File: src/rtl/core_pc_redirect_if.sv
`default_nettype none
// ============================================================================
// Module      : core_pc_redirect_if
// Description : Instruction-memory fetch handshake between the PC unit and
//               instruction memory.
//                 IMEM_REQ  - fetch request (PC unit -> memory)
//                 IMEM_ADDR - fetch address (PC unit -> memory)
//                 IMEM_ACK  - request accepted this cycle (memory -> PC unit)
// Revision    : 1.0 - initial release
// ============================================================================
interface core_pc_redirect_if;
    logic        IMEM_REQ;
    logic [31:0] IMEM_ADDR;
    logic        IMEM_ACK;

    // PC unit side
    modport master (
        output IMEM_REQ,
        output IMEM_ADDR,
        input  IMEM_ACK
    );

    // Instruction-memory side
    modport slave (
        input  IMEM_REQ,
        input  IMEM_ADDR,
        output IMEM_ACK
    );
endinterface
`default_nettype wire

File: src/rtl/core_pc_redirect.sv
`default_nettype none
// ============================================================================
// Module      : core_pc_redirect
// Description : Fetch-side program-counter unit. Issues sequential fetch
//               addresses over a request/accept handshake, redirects to a
//               branch/jump target followed by a fixed-length flush, and
//               traps permanently on a misaligned redirect target.
// Ports       : CLK, NRST          - clock, async active-low reset
//               C_BRANCH, TAKE_BRANCH, BRANCH_TARGET - branch resolution
//               C_JUMP, JUMP_TARGET - unconditional jump resolution
//               STALL              - downstream cannot accept an instruction
//               imem               - fetch handshake (REQ/ADDR out, ACK in)
//               PC, PC_VALID       - last accepted address, 1-cycle update pulse
//               FLUSH              - kill younger pipeline contents
//               MISALIGNED         - sticky misaligned-target trap
// Parameters  : RESET_VECTOR - first fetch address after reset
//               FLUSH_CYCLES - cycles FLUSH is held after a redirect (1..15)
// Revision    : 1.0 - initial release
// ============================================================================
module core_pc_redirect #(
    parameter logic [31:0] RESET_VECTOR = 32'h0000_0000,
    parameter int unsigned FLUSH_CYCLES = 2
) (
    input  wire logic               CLK,
    input  wire logic               NRST,
    input  wire logic               C_BRANCH,
    input  wire logic               TAKE_BRANCH,
    input  wire logic [31:0]        BRANCH_TARGET,
    input  wire logic               C_JUMP,
    input  wire logic [31:0]        JUMP_TARGET,
    input  wire logic               STALL,
    core_pc_redirect_if.master      imem,
    output logic [31:0]             PC,
    output logic                    PC_VALID,
    output logic                    FLUSH,
    output logic                    MISALIGNED
);

    typedef enum logic [1:0] {
        S_BOOT     = 2'd0,
        S_FETCH    = 2'd1,
        S_FLUSH_ST = 2'd2,
        S_TRAP     = 2'd3
    } state_t;

    localparam logic [3:0] c_flush_init = 4'(FLUSH_CYCLES);

    state_t      r_state;
    logic [31:0] r_imem_addr;
    logic [31:0] r_pc;
    logic        r_pc_valid;
    logic        r_flush;
    logic        r_misaligned;
    logic [3:0]  r_flush_cnt;

    state_t      w_nxt_state;
    logic [31:0] w_nxt_imem_addr;
    logic [31:0] w_nxt_pc;
    logic        w_nxt_pc_valid;
    logic        w_nxt_flush;
    logic        w_nxt_misaligned;
    logic [3:0]  w_nxt_flush_cnt;

    logic        w_branch_taken;
    logic        w_redirect;
    logic [31:0] w_target;
    logic        w_target_misaligned;
    logic        w_req;
    logic        w_accept;

    // The branch belongs to the older instruction, so it wins over a
    // simultaneous jump.
    assign w_branch_taken      = C_BRANCH && TAKE_BRANCH;
    assign w_redirect          = w_branch_taken || C_JUMP;
    assign w_target            = w_branch_taken ? BRANCH_TARGET : JUMP_TARGET;
    assign w_target_misaligned = (w_target[1:0] != 2'b00);

    assign w_req    = (r_state == S_FETCH) && !STALL;
    // A redirect in the same cycle discards the acknowledged fetch: it is on
    // the wrong path.
    assign w_accept = w_req && imem.IMEM_ACK && !w_redirect;

    // ------------------------------------------------------------------------
    // State register
    // ------------------------------------------------------------------------
    always_ff @(posedge CLK or negedge NRST) begin
        if (!NRST) begin
            r_state      <= S_BOOT;
            r_imem_addr  <= RESET_VECTOR;
            r_pc         <= RESET_VECTOR;
            r_pc_valid   <= 1'b0;
            r_flush      <= 1'b0;
            r_misaligned <= 1'b0;
            r_flush_cnt  <= 4'd0;
        end else begin
            r_state      <= w_nxt_state;
            r_imem_addr  <= w_nxt_imem_addr;
            r_pc         <= w_nxt_pc;
            r_pc_valid   <= w_nxt_pc_valid;
            r_flush      <= w_nxt_flush;
            r_misaligned <= w_nxt_misaligned;
            r_flush_cnt  <= w_nxt_flush_cnt;
        end
    end

    // ------------------------------------------------------------------------
    // Next-state and registered-output logic
    // ------------------------------------------------------------------------
    always_comb begin
        w_nxt_state      = r_state;
        w_nxt_imem_addr  = r_imem_addr;
        w_nxt_pc         = r_pc;
        w_nxt_pc_valid   = 1'b0;
        w_nxt_flush      = 1'b0;
        w_nxt_misaligned = r_misaligned;
        w_nxt_flush_cnt  = r_flush_cnt;

        case (r_state)
            S_BOOT: begin
                w_nxt_state = S_FETCH;
            end

            S_FETCH, S_FLUSH_ST: begin
                if (w_redirect) begin
                    if (w_target_misaligned) begin
                        // Address and PC freeze at their current values.
                        w_nxt_state      = S_TRAP;
                        w_nxt_misaligned = 1'b1;
                        w_nxt_flush      = 1'b1;
                    end else begin
                        // Also restarts an in-progress flush.
                        w_nxt_state     = S_FLUSH_ST;
                        w_nxt_imem_addr = w_target;
                        w_nxt_flush_cnt = c_flush_init;
                        w_nxt_flush     = 1'b1;
                    end
                end else if (r_state == S_FETCH) begin
                    if (w_accept) begin
                        w_nxt_pc        = r_imem_addr;
                        w_nxt_pc_valid  = 1'b1;
                        w_nxt_imem_addr = r_imem_addr + 32'd4;
                    end
                end else begin
                    // FLUSH was raised on entry, so leaving when the count
                    // reaches 1 keeps it high for exactly FLUSH_CYCLES cycles.
                    if (r_flush_cnt <= 4'd1) begin
                        w_nxt_state = S_FETCH;
                    end else begin
                        w_nxt_flush_cnt = r_flush_cnt - 4'd1;
                        w_nxt_flush     = 1'b1;
                    end
                end
            end

            S_TRAP: begin
                w_nxt_flush = 1'b1;
            end

            default: begin
                w_nxt_state = S_BOOT;
            end
        endcase
    end

    assign imem.IMEM_REQ  = w_req;
    assign imem.IMEM_ADDR = r_imem_addr;
    assign PC             = r_pc;
    assign PC_VALID       = r_pc_valid;
    assign FLUSH          = r_flush;
    assign MISALIGNED     = r_misaligned;

endmodule
`default_nettype wire

File: src/flat_wrapper.sv
// flat-port wrapper written by rule: the top's interface ports become plain ports
module core_pc_redirect_flat 
#(
    parameter logic [31:0] RESET_VECTOR = 32'h0000_0000,
    parameter int unsigned FLUSH_CYCLES = 2
)
  (CLK, NRST, C_BRANCH, TAKE_BRANCH, BRANCH_TARGET, C_JUMP, JUMP_TARGET, STALL, PC, PC_VALID, FLUSH, MISALIGNED, imem_IMEM_REQ, imem_IMEM_ADDR, imem_IMEM_ACK);
  core_pc_redirect_if imem_i ();
  input  wire logic CLK;
  input  wire logic NRST;
  input  wire logic C_BRANCH;
  input  wire logic TAKE_BRANCH;
  input  wire logic [31:0] BRANCH_TARGET;
  input  wire logic C_JUMP;
  input  wire logic [31:0] JUMP_TARGET;
  input  wire logic STALL;
  output logic [31:0] PC;
  output logic PC_VALID;
  output logic FLUSH;
  output logic MISALIGNED;
  output wire logic [$bits(imem_i.IMEM_REQ)-1:0] imem_IMEM_REQ;
  output wire logic [$bits(imem_i.IMEM_ADDR)-1:0] imem_IMEM_ADDR;
  input wire logic [$bits(imem_i.IMEM_ACK)-1:0] imem_IMEM_ACK;
  assign imem_IMEM_REQ = imem_i.IMEM_REQ;
  assign imem_IMEM_ADDR = imem_i.IMEM_ADDR;
  assign imem_i.IMEM_ACK = imem_IMEM_ACK;
  core_pc_redirect #(.RESET_VECTOR(RESET_VECTOR), .FLUSH_CYCLES(FLUSH_CYCLES)) u_core (.CLK(CLK), .NRST(NRST), .C_BRANCH(C_BRANCH), .TAKE_BRANCH(TAKE_BRANCH), .BRANCH_TARGET(BRANCH_TARGET), .C_JUMP(C_JUMP), .JUMP_TARGET(JUMP_TARGET), .STALL(STALL), .imem(imem_i), .PC(PC), .PC_VALID(PC_VALID), .FLUSH(FLUSH), .MISALIGNED(MISALIGNED));
endmodule
File: config.mk
export PLATFORM = sky130hd
export DESIGN_NAME = core_pc_redirect_flat
export DESIGN_NICKNAME = d
export VERILOG_FILES = /design/src/rtl/core_pc_redirect_if.sv /design/src/rtl/core_pc_redirect.sv /design/src/flat_wrapper.sv
export SDC_FILE = /design/constraint.sdc
export NUM_CORES = 1
export LEC_CHECK = 0
export BUFFER_PORTS_ARGS = -buffer_cell sky130_fd_sc_hd__buf_4
export CELL_PAD_IN_SITES_DETAIL_PLACEMENT = 1
export CELL_PAD_IN_SITES_GLOBAL_PLACEMENT = 1
export CORE_ASPECT_RATIO = 0.6
export CORE_MARGIN = 2
export CORE_UTILIZATION = 36
export CTS_CLUSTER_SIZE = 16
export DETAILED_ROUTE_END_ITERATION = 8
export PLACE_DENSITY = 0.85
export SYNTH_ARGS = -nofsm -noshare
export SYNTH_HDL_FRONTEND = slang
export SYNTH_SLANG_ARGS = --single-unit
export TNS_END_PERCENT = 5
File: constraint.sdc
create_clock -name CLK -period 2.2 [get_ports CLK]
set_input_delay 0.22 -clock CLK [delete_from_list [all_inputs] [get_ports CLK]]
set_output_delay 0.22 -clock CLK [all_outputs]
set_load 0.1 [all_outputs]
---- Yosys cells after proc, flatten, opt, wreduce, memory -nomap -nowiden ----
Index checks and enable logic that the tools add are counted.
word-level totals
  output and inout port bits .............. 68
  register bits ........................... 73
  bits in read-only memories .............. 0
  memories kept ........................... 0
  memory bits (writable) .................. 0
  latch bits .............................. 0
operators by class
  order comparisons ....................... 1
  bitwise operators ....................... 1
  shift-type cells ........................ 0
  mux-type cells .......................... 22
  divide/modulo/power cells ............... 0
  add/sub/neg operators ................... 2
  equal/unequal tests ..................... 8
  multiply operators ...................... 0
  reduce and logical (&&, ||, !) cells .... 18
operator list
  operator               number
  $mux 32                5
  $add 32x3->32 const B  1
  $mux 4                 4
  $reduce_and 4->1       3
  $mux 1                 8
  $reduce_bool 2->1      4
  $mux 2                 3
  $reduce_and 3->1       2
  $eq 2x2->1 const B     2
  $le 4x1->1 const B     1
  $logic_and 1x1->1      4
  $ne 2x1->1 const B     2
  $pmux 2 s2             1
  $sub 4x1->4 const B    1
  $ne 3x1->1 const B     1
  $ne 3x2->1 const B     1
  $eq 2x1->1 const B     1
  $logic_not 1->1        2
  $logic_not 2->1        1
  $ne 2x2->1 const B     1
  $pmux 1 s2             1
  $reduce_or 2->1        1
  $logic_or 1x1->1       1
  $not 1->1              1

---- Longest topological paths before layout ----
  word-level depth ........................ 8
  mapped depth ............................ 9
  mapped depth without buffers ............ 7

---- Worst setup path after synthesis ----
No wires, ideal clock.
  path type ............................... flip-flop to flip-flop
  start point ............................. register u_core.r_imem_addr[2], in the netlist u_core.imem.IMEM_ADDR[2]
  end point ............................... register u_core.r_imem_addr[24], in the netlist u_core.imem.IMEM_ADDR[24]
  period minus slack after synthesis ...... 2484 ps
  path buffers ............................ 0
  data arrival time ....................... 2340 ps
  stages on the path, launching flop included .. 7
  slack ................................... -284 ps
  cells stage by stage .................... dfrtp_1 ha_1 nand4_1 nor3_2 nand2_1 o311ai_0 o211ai_1
on the way
  word-level cells in the longest chain between the ends .. 4
ends and longest elaborated chain
  element                 RTL line                 source
  start, declared         core_pc_redirect.sv:49   logic [31:0] r_imem_addr;
  start signal, assigned  core_pc_redirect.sv:97   r_imem_addr <= w_nxt_imem_addr;
  $add 32x3->32           core_pc_redirect.sv:141  w_nxt_imem_addr = r_imem_addr + 32'd4;
  $mux 32                 core_pc_redirect.sv:138  if (w_accept) begin
  $mux 32                 core_pc_redirect.sv:137  end else if (r_state == S_FETCH) begin
  $mux 32                 core_pc_redirect.sv:124  if (w_redirect) begin
Every way passes these cells. The select of a mux whose other input is x is not followed.
A chain may end at the register's enable or synchronous reset.

---- Final worst setup path ----
  start point ............................. register u_core.r_imem_addr[7], in the netlist u_core.imem.IMEM_ADDR[7]
  end point ............................... register u_core.r_imem_addr[31], in the netlist u_core.imem.IMEM_ADDR[31]
Same word-level chain as after synthesis.

==> impl_metrics.json <==
{
  "core.rowCount": 30,
  "start_kind": "register",
  "wl_per_cell_um": 20.4,
  "post-route-period-util_pct": 92.7,
  "drc": 0,
  "fillerInstances": 1334,
  "synthesis.nets": 526,
  "worst_slew_pin_slew_ns": 0.528,
  "globalplace.congestion": 0.897,
  "rr_startpoint": "u_core.imem.IMEM_ADDR[7]",
  "clk_latency_ns": 0.34,
  "critPathTopFamily": "simple AND/OR/NAND/NOR gates",
  "async_flop_share_pct": 100,
  "ys_top_cells_by_area": "dfrtp_1 44%, mux2_2 8.1%, nand2_1 5.1%, o21ai_0 4.2%, nand3_1 3.2%",
  "vias": 4331,
  "drive_above_1_share_pct": 39.8,
  "max_stage_delay_ns": 0.50,
  "synth_seq_cells": 73,
  "syn_inst": 448,
  "via_per_inst": 5.73,
  "final_antenna_net_count": 0,
  "cts.sinks": 73,
  "synthTopCellsByCount": "73 x dfrtp_1, 57 x nand2_1, 35 x o21ai_0",
  "coreArea_um2": 11300,
  "cts_made_buffers": 9,
  "synth_edf_count": 0,
  "finalClockSkew_ns": 0.00700,
  "die_h_um": 87.3,
  "hold_class": "input pin to register",
  "path_clk_slew_ns": 0.06,
  "synth_ff_type": "dfrtp_1",
  "finalCriticalPeriod_ns": 2.04,
  "first_global_vias": 4475,
  "syn_avg_cell_area_um2": 9.29,
  "crit_type": "register to register",
  "ios": 139,
  "fp.dieW_um": 143,
  "track_usage_pct": 25.6,
  "finalWirelength_um": 15400,
  "drt-initial-drc-count": 198,
  "yosys_warnings": 0,
  "yosysUniqueCellTypes": 62,
  "hold_viol": 0,
  "grt_max_degree": 38,
  "worstHoldStart": "BRANCH_TARGET[20]",
  "slew_headroom_pct": 64.8,
  "diodes": 0,
  "seq_area_frac_synth_pct": 43.9,
  "cpMaxStageDelayCell": "nor4_4",
  "start_util_pct": 36.8,
  "startpoint": "u_core.imem.IMEM_ADDR[7]",
  "cp.arrival_ns": 2.31,
  "cp.required_ns": 2.47,
  "maxCapViolCount": 0,
  "grt_pass1_wl_um": 24400,
  "synth_area_um2": 4160,
  "fmax_mhz": 490,
  "grt_overflow": 0,
  "drtPass1Iterations": 5,
  "end_kind": "register",
  "area_growth_pct": 40.2,
  "critPathBufInv": 0,
  "cts_tree": "done",
  "antenna_found_initial": 0,
  "nets": 669,
  "path_common_cell": "nand4_1",
  "h-tree-depth": 3,
  "root_buffer": "clkbuf_16",
  "synth_top_area_share_pct": 43.9,
  "clk_path_buf_depth": 2,
  "setup_viol": 0,
  "timing.hold.ws_ns": 0.176,
  "die-area_um2": 12500,
  "rsz0062_at_grt": "false",
  "drv_slew": 0,
  "crit_path_cell_trace": "nand4_1 > nor4_4 > nand4_1 > or4_1 > nand4_1",
  "status": "completed",
  "dp_hpwl_um": 11100,
  "synth_area_leader_cell": "dfrtp_1",
  "port_buffers": 138,
  "worstPathMaxFanout": 10,
  "synth.most_common_cell": "dfrtp_1"
}
## cell type report
type	count	area [um^2]	area share, %
clock buffer	11	243	4.16
clock inverter	5	80.1	1.37
sequential	73	1850	31.7
timing repair buffer	160	1220	20.9
tap	160	200	3.43
inverter	11	41.3	0.708
multi-input combinational	336	2200	37.8
## cell families after synthesis
kind of cell,share of synthesized area [%]
AOI/OAI and AO/OA,17.4
muxes,9.56
buffers and inverters,3.97
adders and majority gates,2.11
xor gates and xnor gates,0.421
DFF,43.9
and+or+nand+nor,22.6
## final timing paths
| path | end | slack (ns) | cells after the start |
|---|---|---|---|
| setup / recovery | u_core.imem.IMEM_ADDR[31] | 0.16 | 5 |
| hold / removal | u_core.imem.IMEM_ADDR[20] | 0.18 | 3 |
| setup reg to reg | u_core.imem.IMEM_ADDR[31] | 0.16 | 5 |
| hold reg to reg | u_core.MISALIGNED | 0.49 | 1 |
| max in group asynchronous | u_core.imem.IMEM_ADDR[16] | 1.17 | 3 |
| min in group asynchronous | u_core.PC[8] | 0.40 | 2 |
## routing by layer
metal / routed length [um] / GRT usage, %
met1: 6870 / 35.0
met2: 7080 / 40.6
met3: 1300 / 6.87
met4: 160 / 6.21
met5: 0 / 0
## sequential cells by signal (all words and copies together) (netlist names)
| signal | count |
|---|---|
| u_core.FLUSH | 1 |
| u_core.MISALIGNED | 1 |
| u_core.PC | 32 |
| u_core.PC_VALID | 1 |
| u_core.imem.IMEM_ADDR | 32 |
| u_core.r_flush_cnt | 4 |
| u_core.r_state | 2 |
## worst register-to-register path: stages (launching register included)
cell	delay (ns)
dfrtp_2	0.46
nand4_1	0.21
nor4_4	0.50
nand4_1	0.21
or4_1	0.46
nand4_1	0.12
## stage by stage
| stage | setup TNS, ns | cell area, um^2 | std cells | worst slack, ns | utilization [%] |
|---|---|---|---|---|---|
| 2_1_floorplan | -0.0201 | 4180 | 448 | -0.0153 | - |
| 5_1_grt | 0 | 5830 | 756 | 0.0255 | 51.6 |
| 3_3_place_gp | 0 | 5450 | 738 | 0.131 | 48.3 |
| 6_report | 0 | 5830 | 756 | 0.160 | 51.6 |
| 4_1_cts | 0 | 5790 | 755 | 0.0343 | 51.2 |
| 3_5_place_dp | 0 | 5450 | 738 | 0.0533 | 48.3 |
## placed cells by master, fill, tap and decap left out, drive strengths merged, types with 5 or more instances in the layout
| master | instances |
|---|---|
| mux2i | 6 |
| clkbuf | 11 |
| a21oi | 20 |
| and2 | 6 |
| inv | 11 |
| dfrtp | 73 |
| a31oi | 5 |
| buf | 159 |
| nand4 | 12 |
| o311ai | 5 |
| o21ai | 36 |
| mux2 | 30 |
| ha | 7 |
| nor2 | 28 |
| nor4 | 7 |
| and3 | 16 |
| a221oi | 6 |
| nand3 | 29 |
| nand2 | 57 |
| nor3 | 10 |
## repair_timing
| action | in CTS | in global routing |
|---|---|---|
| hold endpoints to repair | 36 | 0 |
| resized for setup | 0 | 8 |
| endpoints found under the setup margin | 0 | 10 |
| hold buffers | 1 | 0 |
| buffers inserted | 0 | 1 |
Power is left out: the tool's default activity adds up to more than one toggle a clock period on the data nets, which glitch-free logic cannot reach.
